<file path="config.mk">
export PLATFORM = sky130hd
export DESIGN_NAME = spin_sampler_flat
export DESIGN_NICKNAME = d
export VERILOG_FILES = /design/src/rtl/ising_pkg.sv /design/src/rtl/spin_sampler_if.sv /design/src/rtl/sync_2ff.sv /design/src/rtl/spin_sampler.sv /design/src/flat_wrapper.sv
export SDC_FILE = /design/constraint.sdc
export NUM_CORES = 1
export LEC_CHECK = 0
export BUFFER_PORTS_ARGS = -buffer_cell sky130_fd_sc_hd__buf_2
export CAP_MARGIN = 20
export CORE_MARGIN = 2
export CORE_UTILIZATION = 35
export CTS_BUF_LIST = sky130_fd_sc_hd__clkbuf_4 sky130_fd_sc_hd__clkbuf_8 sky130_fd_sc_hd__clkbuf_16
export DETAILED_ROUTE_END_ITERATION = 12
export GPL_ROUTABILITY_DRIVEN = 0
export PLACE_DENSITY = 0.49
export SYNTH_ARGS = -nofsm -noshare
export SYNTH_HDL_FRONTEND = slang
export SYNTH_SLANG_ARGS = --single-unit
</file>
<file path="constraint.sdc">
create_clock -name clk -period 4.2 [get_ports clk]
set_input_delay 0.84 -clock clk [delete_from_list [all_inputs] [get_ports clk]]
set_output_delay 0.84 -clock clk [all_outputs]
set_load 0.02 [all_outputs]
</file>
<file path="src/rtl/ising_pkg.sv">
// ising_pkg: definitions shared by the spin readout slice.
//   ISING_N   - default oscillator count, also used by the oscillator array
//   state_t   - readout FSM states (IDLE=0, SETTLE=1, SAMPLE=2, DONE=3)
//   cnt_width - width of a counter that must hold values 0..max_val
package ising_pkg;

    localparam int unsigned ISING_N = 16;

    typedef enum logic [1:0] {
        S_IDLE   = 2'd0,
        S_SETTLE = 2'd1,
        S_SAMPLE = 2'd2,
        S_DONE   = 2'd3
    } state_t;

    function automatic int unsigned cnt_width(input int unsigned max_val);
        return $clog2(max_val + 1);
    endfunction

endpackage

</file>
<file path="src/rtl/spin_sampler_if.sv">
// spin_sampler_if: result handshake of the spin readout.
//   spins       - spin vector, bit 0 is the phase reference and always 0
//   spins_valid - spins holds a result
//   spins_ready - consumer accepts the result
// master: the sampler (drives spins/spins_valid); slave: the consumer.
interface spin_sampler_if
    import ising_pkg::*;
#(
    parameter int unsigned N = ISING_N
);
    logic [N-1:0] spins;
    logic         spins_valid;
    logic         spins_ready;

    modport master (output spins, output spins_valid, input spins_ready);
    modport slave  (input spins, input spins_valid, output spins_ready);
endinterface

</file>
<file path="src/rtl/sync_2ff.sv">
// sync_2ff: W-bit two-flop synchronizer with synchronous active-low reset.
//   clk  - destination clock
//   rstn - synchronous active-low reset, clears both stages
//   i_d  - asynchronous input bits
//   o_q  - synchronized bits (two clk cycles of latency)
module sync_2ff #(
    parameter int unsigned W = 1
) (
    input  logic         clk,
    input  logic         rstn,
    input  logic [W-1:0] i_d,
    output logic [W-1:0] o_q
);
    logic [W-1:0] r_meta;
    logic [W-1:0] r_sync;

    always_ff @(posedge clk) begin
        if (!rstn) begin
            r_meta <= '0;
            r_sync <= '0;
        end else begin
            r_meta <= i_d;
            r_sync <= r_meta;
        end
    end

    assign o_q = r_sync;
endmodule

</file>
<file path="src/rtl/spin_sampler.sv">
// spin_sampler: readout stage for the coupled ring-oscillator array.
// Releases the oscillators' reset on a start request, waits SETTLE_CYCLES,
// then counts for WINDOW_CYCLES how often each oscillator differs from
// oscillator 0. An oscillator whose mismatch count exceeds half the window
// reads as spin 1.
//   clk, rstn  - clock, synchronous active-low reset
//   start      - readout request, honoured only in IDLE
//   busy       - high whenever the FSM is not IDLE
//   osc_in     - raw asynchronous oscillator outputs, osc_in[0] is reference
//   osc_rstn   - registered oscillator reset, 0 holds them in reset
//   res        - spins / spins_valid / spins_ready result handshake
//   mismatch_counts - per-oscillator final counts, CNT_W bits each, slot 0
//                     reads 0; present only with SPIN_SAMPLER_COUNTS_EN
module spin_sampler
    import ising_pkg::*;
#(
    parameter int unsigned N             = ISING_N,
    parameter int unsigned SETTLE_CYCLES = 1024,
    parameter int unsigned WINDOW_CYCLES = 256,
    localparam int unsigned CNT_W        = cnt_width(WINDOW_CYCLES)
) (
    input  logic         clk,
    input  logic         rstn,
    input  logic         start,
    output logic         busy,
    input  logic [N-1:0] osc_in,
    output logic         osc_rstn,
    spin_sampler_if.master res
`ifdef SPIN_SAMPLER_COUNTS_EN
    ,
    output logic [N*CNT_W-1:0] mismatch_counts
`endif
);
    localparam int unsigned SET_W = (SETTLE_CYCLES > 1) ? $clog2(SETTLE_CYCLES) : 1;

    state_t           r_state;
    state_t           w_next_state;
    logic             r_start;
    logic             r_osc_rstn;
    logic [N-1:0]     w_s;
    logic [N-1:0]     r_spins;
    logic [SET_W-1:0] r_settle_cnt;
    logic [CNT_W-1:0] r_win_cnt;
    logic [CNT_W-1:0] r_cnt [1:N-1];
    logic [CNT_W-1:0] w_cnt_next [N];
    logic             w_settle_last;
    logic             w_window_last;

    sync_2ff #(.W(N)) u_sync (
        .clk  (clk),
        .rstn (rstn),
        .i_d  (osc_in),
        .o_q  (w_s)
    );

    assign w_settle_last = (r_settle_cnt == SET_W'(SETTLE_CYCLES - 1));
    assign w_window_last = (r_win_cnt == CNT_W'(WINDOW_CYCLES - 1));

    // start is registered before the FSM sees it, so a request sampled at
    // edge T moves the FSM to SETTLE (and releases osc_rstn) at edge T+1.
    // Only requests seen while IDLE are kept.
    always_ff @(posedge clk) begin
        if (!rstn) begin
            r_start    <= 1'b0;
            r_osc_rstn <= 1'b0;
        end else begin
            r_start    <= start && (r_state == S_IDLE);
            r_osc_rstn <= (w_next_state != S_IDLE);
        end
    end

    always_ff @(posedge clk) begin
        if (!rstn) begin
            r_state <= S_IDLE;
        end else begin
            r_state <= w_next_state;
        end
    end

    always_comb begin
        w_next_state = r_state;
        case (r_state)
            S_IDLE:   if (r_start)                          w_next_state = S_SETTLE;
            S_SETTLE: if (w_settle_last)                    w_next_state = S_SAMPLE;
            S_SAMPLE: if (w_window_last)                    w_next_state = S_DONE;
            S_DONE:   if (res.spins_valid && res.spins_ready) w_next_state = S_IDLE;
            default:                                        w_next_state = S_IDLE;
        endcase
    end

    always_comb begin
        busy            = (r_state != S_IDLE);
        res.spins_valid = (r_state == S_DONE);
    end

    assign osc_rstn  = r_osc_rstn;
    assign res.spins = r_spins;

    // Count including the current sample; slot 0 stays 0 so the
    // reference never produces a spin or a nonzero count.
    always_comb begin
        for (int unsigned i = 0; i < N; i++) begin
            w_cnt_next[i] = '0;
        end
        for (int unsigned i = 1; i < N; i++) begin
            w_cnt_next[i] = r_cnt[i] + CNT_W'(w_s[i] ^ w_s[0]);
        end
    end

    always_ff @(posedge clk) begin
        if (!rstn) begin
            r_settle_cnt <= '0;
            r_win_cnt    <= '0;
            r_spins      <= '0;
            for (int unsigned i = 1; i < N; i++) begin
                r_cnt[i] <= '0;
            end
        end else begin
            case (r_state)
                S_IDLE: begin
                    r_settle_cnt <= '0;
                end
                S_SETTLE: begin
                    r_settle_cnt <= r_settle_cnt + 1'b1;
                    if (w_settle_last) begin
                        r_win_cnt <= '0;
                        for (int unsigned i = 1; i < N; i++) begin
                            r_cnt[i] <= '0;
                        end
                    end
                end
                S_SAMPLE: begin
                    r_win_cnt <= r_win_cnt + 1'b1;
                    for (int unsigned i = 1; i < N; i++) begin
                        r_cnt[i] <= w_cnt_next[i];
                    end
                    if (w_window_last) begin
                        for (int unsigned i = 0; i < N; i++) begin
                            r_spins[i] <= (w_cnt_next[i] > CNT_W'(WINDOW_CYCLES / 2));
                        end
                    end
                end
                default: ;
            endcase
        end
    end

`ifdef SPIN_SAMPLER_COUNTS_EN
    logic [N*CNT_W-1:0] r_counts;

    always_ff @(posedge clk) begin
        if (!rstn) begin
            r_counts <= '0;
        end else if (r_state == S_SAMPLE && w_window_last) begin
            for (int unsigned i = 0; i < N; i++) begin
                r_counts[i*CNT_W +: CNT_W] <= w_cnt_next[i];
            end
        end
    end

    assign mismatch_counts = r_counts;
`endif

endmodule

</file>
<file path="src/flat_wrapper.sv">
// flat-port wrapper written by rule: the top's interface ports become plain ports
module spin_sampler_flat import ising_pkg::*;
#(
    parameter int unsigned N             = ISING_N,
    parameter int unsigned SETTLE_CYCLES = 1024,
    parameter int unsigned WINDOW_CYCLES = 256,
    localparam int unsigned CNT_W        = cnt_width(WINDOW_CYCLES)
)
  (clk, rstn, start, busy, osc_in, osc_rstn, res_spins, res_spins_valid, res_spins_ready);
  spin_sampler_if #(.N(N)) res_i ();
  input  logic clk;
  input  logic rstn;
  input  logic start;
  output logic busy;
  input  logic [N-1:0] osc_in;
  output logic osc_rstn;
  output wire logic [$bits(res_i.spins)-1:0] res_spins;
  output wire logic [$bits(res_i.spins_valid)-1:0] res_spins_valid;
  input wire logic [$bits(res_i.spins_ready)-1:0] res_spins_ready;
  assign res_spins = res_i.spins;
  assign res_spins_valid = res_i.spins_valid;
  assign res_i.spins_ready = res_spins_ready;
  spin_sampler #(.N(N), .SETTLE_CYCLES(SETTLE_CYCLES), .WINDOW_CYCLES(WINDOW_CYCLES)) u_core (.clk(clk), .rstn(rstn), .start(start), .busy(busy), .osc_in(osc_in), .osc_rstn(osc_rstn), .res(res_i));
endmodule
</file>
==> metrics.txt, run 1 <==
# TYPE chip_impl_metric gauge
chip_impl_info{name="status",value="completed"} 1
chip_impl_metric{name="power.density_cell_area",unit="mW/mm²"} 402
chip_impl_info{name="synth_top_flop_cell",value="sky130_fd_sc_hd__edfxtp_1"} 1
chip_impl_info{name="critical_path.startpoint",value="u_core.r_state[1]"} 1
chip_impl_metric{name="placeableCoreArea",unit="mm²"} 0.0277
chip_impl_metric{name="use_met1",unit="%"} 18.6
chip_impl_metric{name="critical_path.max_fanout",unit=""} 48
chip_impl_info{name="min_from",value="u_core.u_sync.r_meta[13]"} 1
chip_impl_metric{name="netlist.area_leader.share",unit="%"} 41.3
chip_impl_info{name="netlist_top_cells_area",value="sky130_fd_sc_hd__edfxtp_1 41%, sky130_fd_sc_hd__dfxtp_1 14%, sky130_fd_sc_hd__xor2_1 7.8%"} 1
chip_impl_metric{name="die_width",unit="µm"} 172
chip_impl_metric{name="setup_viol_count_final",unit=""} 0
chip_impl_metric{name="ant_nets",unit=""} 0
chip_impl_metric{name="synth_simple_gate_area_share",unit="%"} 20.6
chip_impl_metric{name="largest_net_degree_at_the_start_of_global_routing",unit=""} 91
chip_impl_metric{name="numPlacedInstances",unit=""} 1288
chip_impl_metric{name="clock_tree.htree_level_count",unit=""} 1
chip_impl_metric{name="portBuffers",unit=""} 37
chip_impl_metric{name="routed-via-count",unit=""} 6446
chip_impl_metric{name="routed_wl",unit="mm"} 18.8
chip_impl_metric{name="totalPowerFinal",unit="mW"} 4.48
chip_impl_metric{name="global_routing_met3_resource_utilization",unit="%"} 2.02
chip_impl_metric{name="post_drt_via_cell_ratio",unit=""} 4.84
chip_impl_metric{name="drc",unit=""} 0
chip_impl_metric{name="post-route-worst-setup-slack",unit="ns"} 1.40
chip_impl_info{name="holdCritPathClass",value="reg2reg"} 1
chip_impl_metric{name="detail_route.iter0.violations",unit=""} 417
chip_impl_metric{name="adder_and_majority_cell_fraction_of_the_synthesized_area",unit="%"} 4.20
chip_impl_metric{name="finalNonFillerCells",unit=""} 1333
chip_impl_metric{name="wire_length_of_the_first_global_routing_pass",unit="mm"} 31.6
chip_impl_info{name="gr-max-usage-layer",value="met2"} 1
chip_impl_metric{name="cts_buffers",unit=""} 24
chip_impl_metric{name="vdd.ir_drop.worst",unit="mV"} 0.235
chip_impl_metric{name="yosys_register_bits",unit=""} 205
chip_impl_metric{name="clock.fmax",unit="GHz"} 0.357
chip_impl_metric{name="detailedPlacementHpwl",unit="mm"} 11.7
chip_impl_metric{name="syn-num-nets",unit=""} 958
chip_impl_info{name="cp-start-kind",value="flip-flop"} 1
chip_impl_metric{name="floorplan.die.height",unit="µm"} 172
chip_impl_metric{name="report.final.hold_viol_count",unit=""} 0
chip_impl_metric{name="via_count_of_the_first_global_routing_pass",unit=""} 6391
chip_impl_metric{name="synth-compound-area-share",unit="%"} 6.03
chip_impl_metric{name="area_overhead_vs_synth",unit="%"} 13.6
chip_impl_metric{name="async_reset_ff_share",unit="%"} 0
chip_impl_info{name="critical_path.endpoint_type",value="flip-flop"} 1
chip_impl_metric{name="stdcell_area",unit="mm²"} 0.0112
chip_impl_metric{name="postPlaceCellArea",unit="mm²"} 0.0104
chip_impl_metric{name="mapped_avg_cell_area",unit="µm²"} 10.9
chip_impl_metric{name="total_leakage_power",unit="nW"} 4.18
chip_impl_info{name="area_leader_netlist",value="sky130_fd_sc_hd__edfxtp_1"} 1
chip_impl_info{name="r2r_start",value="u_core.r_state[1]"} 1
chip_impl_metric{name="clk-insertion-delay-late",unit="ns"} 0.51
chip_impl_metric{name="synth_edf_count",unit=""} 135
chip_impl_info{name="cts_tree",value="yes"} 1
chip_impl_metric{name="tightestPinTransition",unit="ns"} 0.631
chip_impl_info{name="largest_family_of_logic_cells_by_synthesized_area",value="simple AND/OR/NAND/NOR gates"} 1
chip_impl_info{name="cts_root_buffer",value="sky130_fd_sc_hd__clkbuf_16"} 1
chip_impl_metric{name="rows",unit=""} 61
chip_impl_metric{name="post_cts_resize_count",unit=""} 0
chip_impl_metric{name="slew_headroom",unit="%"} 57.9
chip_impl_metric{name="max-cap-violations",unit=""} 0
chip_impl_metric{name="area.sequential",unit="mm²"} 0.00546
chip_impl_metric{name="worst-endpoint-required",unit="ns"} 4.38
chip_impl_info{name="critPathKind",value="reg2reg"} 1
chip_impl_metric{name="initial_core_util",unit="%"} 35.4
chip_impl_metric{name="finalHoldWorstSlack",unit="ns"} 0.430
chip_impl_metric{name="post_synth_mux_area_share",unit="%"} 0
chip_impl_metric{name="drive_above_1_share",unit="%"} 10.1
chip_impl_metric{name="ys.warnings.count",unit=""} 0
chip_impl_metric{name="synth.lib_cells_used.distinct",unit=""} 52
chip_impl_metric{name="design.portCount",unit=""} 39
chip_impl_metric{name="fin_crit_sh",unit="%"} 66.7
chip_impl_metric{name="grt-ovfl-total",unit=""} 0
chip_impl_metric{name="yosys.area_share.xor_xnor",unit="%"} 11.6
chip_impl_metric{name="nNetsFinal",unit=""} 990
chip_impl_metric{name="drt_pass1_iterations",unit=""} 4
chip_impl_metric{name="timing.critical_path.arrival",unit="ns"} 2.98
chip_impl_metric{name="multi_input_area",unit="mm²"} 0.00417
chip_impl_metric{name="wl_cell",unit="µm"} 14.1
chip_impl_metric{name="globalRouteTotalUtil",unit="%"} 13.1
chip_impl_metric{name="clock_sink_count",unit=""} 205
chip_impl_metric{name="synth_cells",unit=""} 905
chip_impl_metric{name="report.final.slew_viol_count",unit=""} 0
chip_impl_metric{name="num_antenna_cells",unit=""} 0
chip_impl_metric{name="post_synthesis_sequential_area_ratio",unit="%"} 55.5
chip_impl_metric{name="grt_util_met2",unit="%"} 20.7
chip_impl_metric{name="die_area",unit="mm²"} 0.0294
chip_impl_metric{name="post_cts_setup_driven_buffer_insertion_count",unit=""} 0
chip_impl_metric{name="final_setup_tns",unit="ns"} 0
chip_impl_metric{name="number_of_antenna_violations_at_the_first_check_in_global_routing",unit=""} 0
chip_impl_metric{name="syn-cell-area",unit="mm²"} 0.00982
chip_impl_metric{name="place_ws",unit="ns"} 1.28
chip_impl_metric{name="clock_path_buffers",unit=""} 3
chip_impl_metric{name="n_fill_cell",unit=""} 2680
chip_impl_metric{name="period_minus_slack",unit="ns"} 2.80
chip_impl_info{name="grt_setup_unrepaired",value="no"} 1
chip_impl_metric{name="total_of_hold_buffers_inserted_after_clock_tree_synthesis",unit=""} 0
chip_impl_metric{name="clk_pin_slew_worst_paths",unit="ns"} 0.06
chip_impl_metric{name="utilization",unit="%"} 40.3
chip_impl_metric{name="finalClockSkew",unit="ns"} 0.0177
==> kinds of logic (layout without fill, tap and decap cells) <==
group / after synthesis / after routing
AND/OR/NAND/NOR: 403 / 403
XOR/XNOR: 130 / 130
adder cells (fa/ha/maj): 33 / 33
other: 1 / 1
buffers and inverters: 46 / 96
flip-flops: 205 / 205
AO/OA/AOI/OAI: 87 / 87
==> synth_stat cells (all sizes together) (4+ instances only) <==
cell    number
a31oi       19
a21oi        8
o21ai       27
and2        49
edfxtp     135
ha          33
nand4       35
xnor2       43
a41o        11
nand3       41
nor3         5
buf         19
nor2b        4
and4         9
or3          4
dfxtp       70
clkbuf      22
nand2       45
and3        47
nor2       151
inv          5
xor2        87
==> state kept, by name, summed over array words and instances, names as in the netlist <==
name                  count
u_core.osc_rstn           1
u_core.r_cnt            135
u_core.r_settle_cnt      10
u_core.r_start            1
u_core.r_state            2
u_core.r_win_cnt          9
u_core.res.spins         15
u_core.u_sync.o_q        16
u_core.u_sync.r_meta     16
==> cell usage in the layout, fill, tap and decap left out, types with 8 or more instances in the layout <==
| cell | n |
|---|---|
| sky130_fd_sc_hd__edfxtp_1 | 135 |
| sky130_fd_sc_hd__nand4_1 | 35 |
| sky130_fd_sc_hd__a31oi_1 | 19 |
| sky130_fd_sc_hd__nand3_1 | 40 |
| sky130_fd_sc_hd__and2_1 | 49 |
| sky130_fd_sc_hd__a41o_1 | 11 |
| sky130_fd_sc_hd__xnor2_1 | 43 |
| sky130_fd_sc_hd__dfxtp_1 | 70 |
| sky130_fd_sc_hd__buf_2 | 37 |
| sky130_fd_sc_hd__nor2_1 | 151 |
| sky130_fd_sc_hd__and3_1 | 47 |
| sky130_fd_sc_hd__a21oi_1 | 8 |
| sky130_fd_sc_hd__and4_1 | 9 |
| sky130_fd_sc_hd__o21ai_0 | 27 |
| sky130_fd_sc_hd__nand2_1 | 44 |
| sky130_fd_sc_hd__ha_1 | 33 |
| sky130_fd_sc_hd__buf_4 | 8 |
| sky130_fd_sc_hd__xor2_1 | 87 |
| sky130_fd_sc_hd__clkbuf_16 | 25 |
| sky130_fd_sc_hd__clkinv_2 | 9 |
==> routing by layer <==
layer / part of all wire, % / vias to the layer above / routed length [µm]
met3: 3.6 / 26 / 675
met1: 50 / 3041 / 9460
met5: 0 / - / 0
li1: - / 3302 / -
met2: 44 / 77 / 8330
met4: 1.8 / 0 / 334
==> critical path: stages, from the launching register on <==
cell and delay (ns):
sky130_fd_sc_hd__dfxtp_1 0.58, sky130_fd_sc_hd__nor2b_2 0.21, sky130_fd_sc_hd__buf_4 0.36, sky130_fd_sc_hd__nand2b_1 0.19, sky130_fd_sc_hd__a41oi_2 0.11, sky130_fd_sc_hd__inv_4 0.57, sky130_fd_sc_hd__buf_4 0.41
==> worst paths after layout <==
check / end / slack (ns) / cells past startpoint
setup reg to reg: u_core.r_cnt[0][24] / 1.40 / 6
hold reg to reg: u_core.u_sync.o_q[13] / 0.43 / 1
hold / removal: u_core.u_sync.o_q[13] / 0.43 / 1
setup / recovery: u_core.r_cnt[0][24] / 1.40 / 6
==> report_power, final <==
| part | switching (mW) | internal [mW] | leakage (nW) |
|---|---|---|---|
| sequential | 0.0716 | 2.23 | 1.85 |
| combinational | 0.140 | 0.104 | 1.95 |
| clock | 0.803 | 1.13 | 0.378 |
==> layout make-up <==
cell class / count / share of cell area (%)
clock inverters: 14 / 0.606
clock buffers: 30 / 6.06
well taps: 378 / 4.24
flip-flops and latches: 205 / 48.9
multi-input cells: 654 / 37.4
inverters: 5 / 0.191
repair buffers: 47 / 2.62
(Power assumes the default switching activity.)
==> run 2: changes to the inputs <==
--- a/config.mk
+++ b/config.mk
@@ -5,6 +5,7 @@
 export SDC_FILE = /design/constraint.sdc
 export NUM_CORES = 1
 export LEC_CHECK = 0
+export ABC_AREA = 1
 export BUFFER_PORTS_ARGS = -buffer_cell sky130_fd_sc_hd__buf_2
 export CAP_MARGIN = 20
 export CORE_MARGIN = 2
==> constraint.sdc (replaced) <==
create_clock -name clk -period 2.53 [get_ports clk]
set_input_delay 0.506 -clock clk [delete_from_list [all_inputs] [get_ports clk]]
set_output_delay 0.506 -clock clk [all_outputs]
set_load 0.02 [all_outputs]
==> run 2 against run 1 <==
  * Routed wire length is 11% higher
  * Hold slack worse by 0.25 ns
  * Final cell count grew 32%
  * Via count up 23%
  * Synthesized cell count grew 43%
  * Synthesized area rose by 10%
  * Sequential share of layout area is 4.6 points lower
  * Power is 73% higher
  * Non-clock buffer count fell by 1
  * Register-to-register slack worse by 0.94 ns
  * Clock-buffer cell count is 9 higher
==> metrics.txt, run 2 <==
# TYPE chip_impl_metric gauge
chip_impl_info{name="status",value="completed"} 1
chip_impl_metric{name="die_width",unit="µm"} 180
chip_impl_metric{name="power.density_cell_area",unit="mW/mm²"} 629
chip_impl_metric{name="design.portCount",unit=""} 39
chip_impl_info{name="critical_path.reg2reg.endpoint",value="u_core.r_cnt[0][62]"} 1
chip_impl_metric{name="clock_sink_count",unit=""} 205
chip_impl_metric{name="clock.fmax",unit="GHz"} 0.482
chip_impl_metric{name="rows",unit=""} 64
chip_impl_metric{name="p_int",unit="mW"} 6.05
chip_impl_metric{name="detail_route.iter0.violations",unit=""} 391
chip_impl_info{name="mostFrequentLayoutCell",value="sky130_fd_sc_hd__nand2_1"} 1
chip_impl_metric{name="seq_power_share",unit="%"} 48.3
chip_impl_metric{name="clk-insertion-delay-late",unit="ns"} 0.51
chip_impl_metric{name="wire_length_of_the_first_global_routing_pass",unit="mm"} 36.0
chip_impl_metric{name="yosys.area_share.xor_xnor",unit="%"} 3.56
chip_impl_info{name="grt_setup_unrepaired",value="no"} 1
chip_impl_metric{name="drt_pass1_iterations",unit=""} 4
chip_impl_metric{name="r2r_cells",unit=""} 9
chip_impl_metric{name="report.final.slew_viol_count",unit=""} 0
chip_impl_metric{name="synth.lib_cells_used.distinct",unit=""} 33
chip_impl_metric{name="detailedPlacementHpwl",unit="mm"} 13.3
chip_impl_metric{name="total_leakage_power",unit="nW"} 5.48
chip_impl_metric{name="total_of_hold_buffers_inserted_after_clock_tree_synthesis",unit=""} 0
chip_impl_metric{name="area_overhead_vs_synth",unit="%"} 13.9
chip_impl_metric{name="clk_pin_slew_worst_paths",unit="ns"} 0.06
chip_impl_info{name="synth_top_flop_cell",value="sky130_fd_sc_hd__edfxtp_1"} 1
chip_impl_info{name="yosysMostFrequentCell",value="sky130_fd_sc_hd__nand2_1"} 1
chip_impl_metric{name="largest_net_degree_at_the_start_of_global_routing",unit=""} 137
chip_impl_metric{name="numPlacedInstances",unit=""} 1710
chip_impl_info{name="cp-start-kind",value="flip-flop"} 1
chip_impl_metric{name="drc",unit=""} 0
chip_impl_metric{name="synth_cells",unit=""} 1295
chip_impl_metric{name="yosys_register_bits",unit=""} 205
chip_impl_metric{name="synth_simple_gate_area_share",unit="%"} 24.8
chip_impl_metric{name="initial_core_util",unit="%"} 35.4
chip_impl_metric{name="grt-ovfl-total",unit=""} 0
chip_impl_metric{name="postPlaceCellArea",unit="mm²"} 0.0115
chip_impl_metric{name="critical_path.max_fanout",unit=""} 15
chip_impl_info{name="ys_top_cells_by_count",value="303 x sky130_fd_sc_hd__nand2_1, 207 x sky130_fd_sc_hd__nor2_1, 201 x sky130_fd_sc_hd__inv_1"} 1
chip_impl_info{name="cts_root_buffer",value="sky130_fd_sc_hd__clkbuf_16"} 1
chip_impl_metric{name="floorplan.die.height",unit="µm"} 180
chip_impl_metric{name="clock_tree.htree_level_count",unit=""} 1
chip_impl_metric{name="synth_edf_count",unit=""} 135
chip_impl_metric{name="syn-cell-area",unit="mm²"} 0.0108
chip_impl_metric{name="clock_path_buffers",unit=""} 3
chip_impl_metric{name="post-route-worst-setup-slack",unit="ns"} 0.455
chip_impl_metric{name="tightestPinTransition",unit="ns"} 0.784
chip_impl_info{name="largest_family_of_logic_cells_by_synthesized_area",value="simple AND/OR/NAND/NOR gates"} 1
chip_impl_metric{name="wl_cell",unit="µm"} 11.9
chip_impl_metric{name="portBuffers",unit=""} 37
chip_impl_metric{name="flip_flop_count_of_the_largest_register_all_copies_and_words_added",unit=""} 135
chip_impl_metric{name="post_synthesis_sequential_area_ratio",unit="%"} 50.5
chip_impl_metric{name="timing.critical_path.arrival",unit="ns"} 2.30
chip_impl_metric{name="hold-path-cell-count",unit=""} 3
chip_impl_metric{name="worst-endpoint-required",unit="ns"} 2.76
chip_impl_metric{name="ys.warnings.count",unit=""} 0
chip_impl_info{name="cts_tree",value="yes"} 1
chip_impl_metric{name="post_cts_resize_count",unit=""} 0
chip_impl_metric{name="r2r_slack",unit="ns"} 0.45
chip_impl_metric{name="power.share.combinational",unit="%"} 5.0
chip_impl_info{name="registers.top_by_ff_count",value="u_core.r_cnt"} 1
chip_impl_metric{name="synth-compound-area-share",unit="%"} 8.45
chip_impl_info{name="critical_path.endpoint_type",value="flip-flop"} 1
chip_impl_metric{name="adder_and_majority_cell_fraction_of_the_synthesized_area",unit="%"} 3.82
chip_impl_metric{name="num_antenna_cells",unit=""} 0
chip_impl_info{name="netlist_top_cells_area",value="sky130_fd_sc_hd__edfxtp_1 37%, sky130_fd_sc_hd__dfxtp_1 13%, sky130_fd_sc_hd__nand2_1 11%"} 1
chip_impl_metric{name="switching_power",unit="mW"} 1.70
chip_impl_metric{name="slew_headroom",unit="%"} 47.7
chip_impl_info{name="min_delay_worst_endpoint",value="u_core.u_sync.r_meta[3]"} 1
chip_impl_metric{name="stdcell_area",unit="mm²"} 0.0123
chip_impl_metric{name="drive_above_1_share",unit="%"} 11.8
chip_impl_metric{name="fin_crit_sh",unit="%"} 82.0
chip_impl_metric{name="via_count_of_the_first_global_routing_pass",unit=""} 7709
chip_impl_metric{name="place_ws",unit="ns"} 0.445
chip_impl_metric{name="period_minus_slack",unit="ns"} 2.08
chip_impl_metric{name="switching_share_of_total_power",unit="%"} 21.9
chip_impl_info{name="holdCritPathClass",value="in2reg"} 1
chip_impl_metric{name="setup_viol_count_final",unit=""} 0
chip_impl_metric{name="n_fill_cell",unit=""} 3126
chip_impl_metric{name="post_cts_setup_driven_buffer_insertion_count",unit=""} 0
chip_impl_metric{name="number_of_antenna_violations_at_the_first_check_in_global_routing",unit=""} 0
chip_impl_info{name="leading_cell_types_in_the_layout_fill_and_taps_excluded",value="303 x sky130_fd_sc_hd__nand2_1, 207 x sky130_fd_sc_hd__nor2_1, 201 x sky130_fd_sc_hd__inv_1"} 1
chip_impl_metric{name="die_area",unit="mm²"} 0.0323
chip_impl_info{name="r2r_start",value="u_core.u_sync.o_q[0]"} 1
chip_impl_metric{name="finalNonFillerCells",unit=""} 1755
chip_impl_metric{name="report.final.hold_viol_count",unit=""} 0
chip_impl_metric{name="finalClockSkew",unit="ns"} 0.00972
chip_impl_metric{name="mapped_avg_cell_area",unit="µm²"} 8.35
chip_impl_metric{name="placeableCoreArea",unit="mm²"} 0.0305
chip_impl_metric{name="post_drt_via_cell_ratio",unit=""} 4.52
chip_impl_metric{name="async_reset_ff_share",unit="%"} 0
chip_impl_info{name="critPathKind",value="reg2reg"} 1
chip_impl_metric{name="share_clk_of_total_power",unit="%"} 46.7
chip_impl_metric{name="max-cap-violations",unit=""} 0
chip_impl_metric{name="ant_nets",unit=""} 0
chip_impl_metric{name="netlist.area_leader.share",unit="%"} 37.5
chip_impl_metric{name="syn-num-nets",unit=""} 1348
chip_impl_metric{name="routed-via-count",unit=""} 7924
chip_impl_metric{name="nNetsFinal",unit=""} 1394
chip_impl_metric{name="cts_buffers",unit=""} 25
chip_impl_metric{name="post_synth_mux_area_share",unit="%"} 0
chip_impl_metric{name="globalRouteTotalUtil",unit="%"} 13.1
chip_impl_info{name="min_from",value="osc_in[3]"} 1
chip_impl_metric{name="utilization",unit="%"} 40.4
chip_impl_info{name="area_leader_netlist",value="sky130_fd_sc_hd__edfxtp_1"} 1
chip_impl_metric{name="routed_wl",unit="mm"} 20.9
chip_impl_metric{name="vdd.ir_drop.worst",unit="mV"} 0.472
[run 2: worst max-delay path by stage]
stage                                     from                    to  slack (ns)  depth (start not counted)
after floorplan                           rstn  u_core.r_cnt[0][100]       -0.09                          6
after global placement    u_core.u_sync.o_q[0]   u_core.res.spins[8]        0.47                         11
after detailed placement  u_core.u_sync.o_q[0]   u_core.r_cnt[0][44]        0.44                          9
after CTS                    u_core.r_state[1]                  busy        0.42                          3
after global routing      u_core.u_sync.o_q[0]   u_core.res.spins[8]        0.18                         11
final                     u_core.u_sync.o_q[0]   u_core.r_cnt[0][62]        0.45                          9
[run 2: cells by family (layout without fill, tap and decap cells)]
group | Yosys count | in the layout
DFF | 205 | 205
xor gates and xnor gates | 44 | 44
adders and majority gates | 33 | 33
AOI/OAI and AO/OA | 143 | 143
buffers and inverters | 233 | 297
and+or+nand+nor | 636 | 636
other | 1 | 1
[run 2: cell type report]
type                    count  area [µm²]  area share [%]
repair buffers             46         328            2.66
clock inverters             6        81.3           0.660
flip-flops and latches    205        5460            44.3
well taps                 396         495            4.02
inverters                 206         791            6.42
clock buffers              39         756            6.14
multi-input cells         857        4410            35.8
[run 2: critical path: stages (launching register included)]
cell                      delay [ns]
sky130_fd_sc_hd__dfxtp_1        0.35
sky130_fd_sc_hd__buf_12         0.20
sky130_fd_sc_hd__xor2_1         0.16
sky130_fd_sc_hd__ha_1           0.20
sky130_fd_sc_hd__ha_1           0.19
sky130_fd_sc_hd__nand2_1        0.07
sky130_fd_sc_hd__nor2_1         0.18
sky130_fd_sc_hd__nand2_1        0.09
sky130_fd_sc_hd__o21ai_0        0.25
sky130_fd_sc_hd__a21oi_2        0.08
[run 2: per-stage QoR]
stage / power [mW] / TNS, ns / hold WS (ns)
after global placement: 4.21 / 0 / 0.397
after global routing: 8.08 / 0 / 0.159
after floorplan: 4.09 / -11.50 / 0.390
after CTS: 7.88 / 0 / 0.151
final: 7.75 / 0 / 0.175
after detailed placement: 4.21 / 0 / 0.397
[run 2: per-layer routing]
layer	track usage (%)	up-vias	routed length (µm)
met5	0	-	0
met4	3.41	0	488
met3	2.03	35	555
met2	21.9	75	9200
met1	17.7	3569	10700
li1	-	4245	-
[run 2: power by group through the flow]
| stage | clock network (mW) | logic (mW) | registers, mW |
|---|---|---|---|
| final | 3.61 | 0.391 | 3.74 |
| after CTS | 3.74 | 0.400 | 3.74 |
| after floorplan | 0 | 0.290 | 3.80 |
| after global routing | 3.86 | 0.461 | 3.75 |
| after global placement | 0 | 0.397 | 3.81 |
| after detailed placement | 0 | 0.396 | 3.81 |
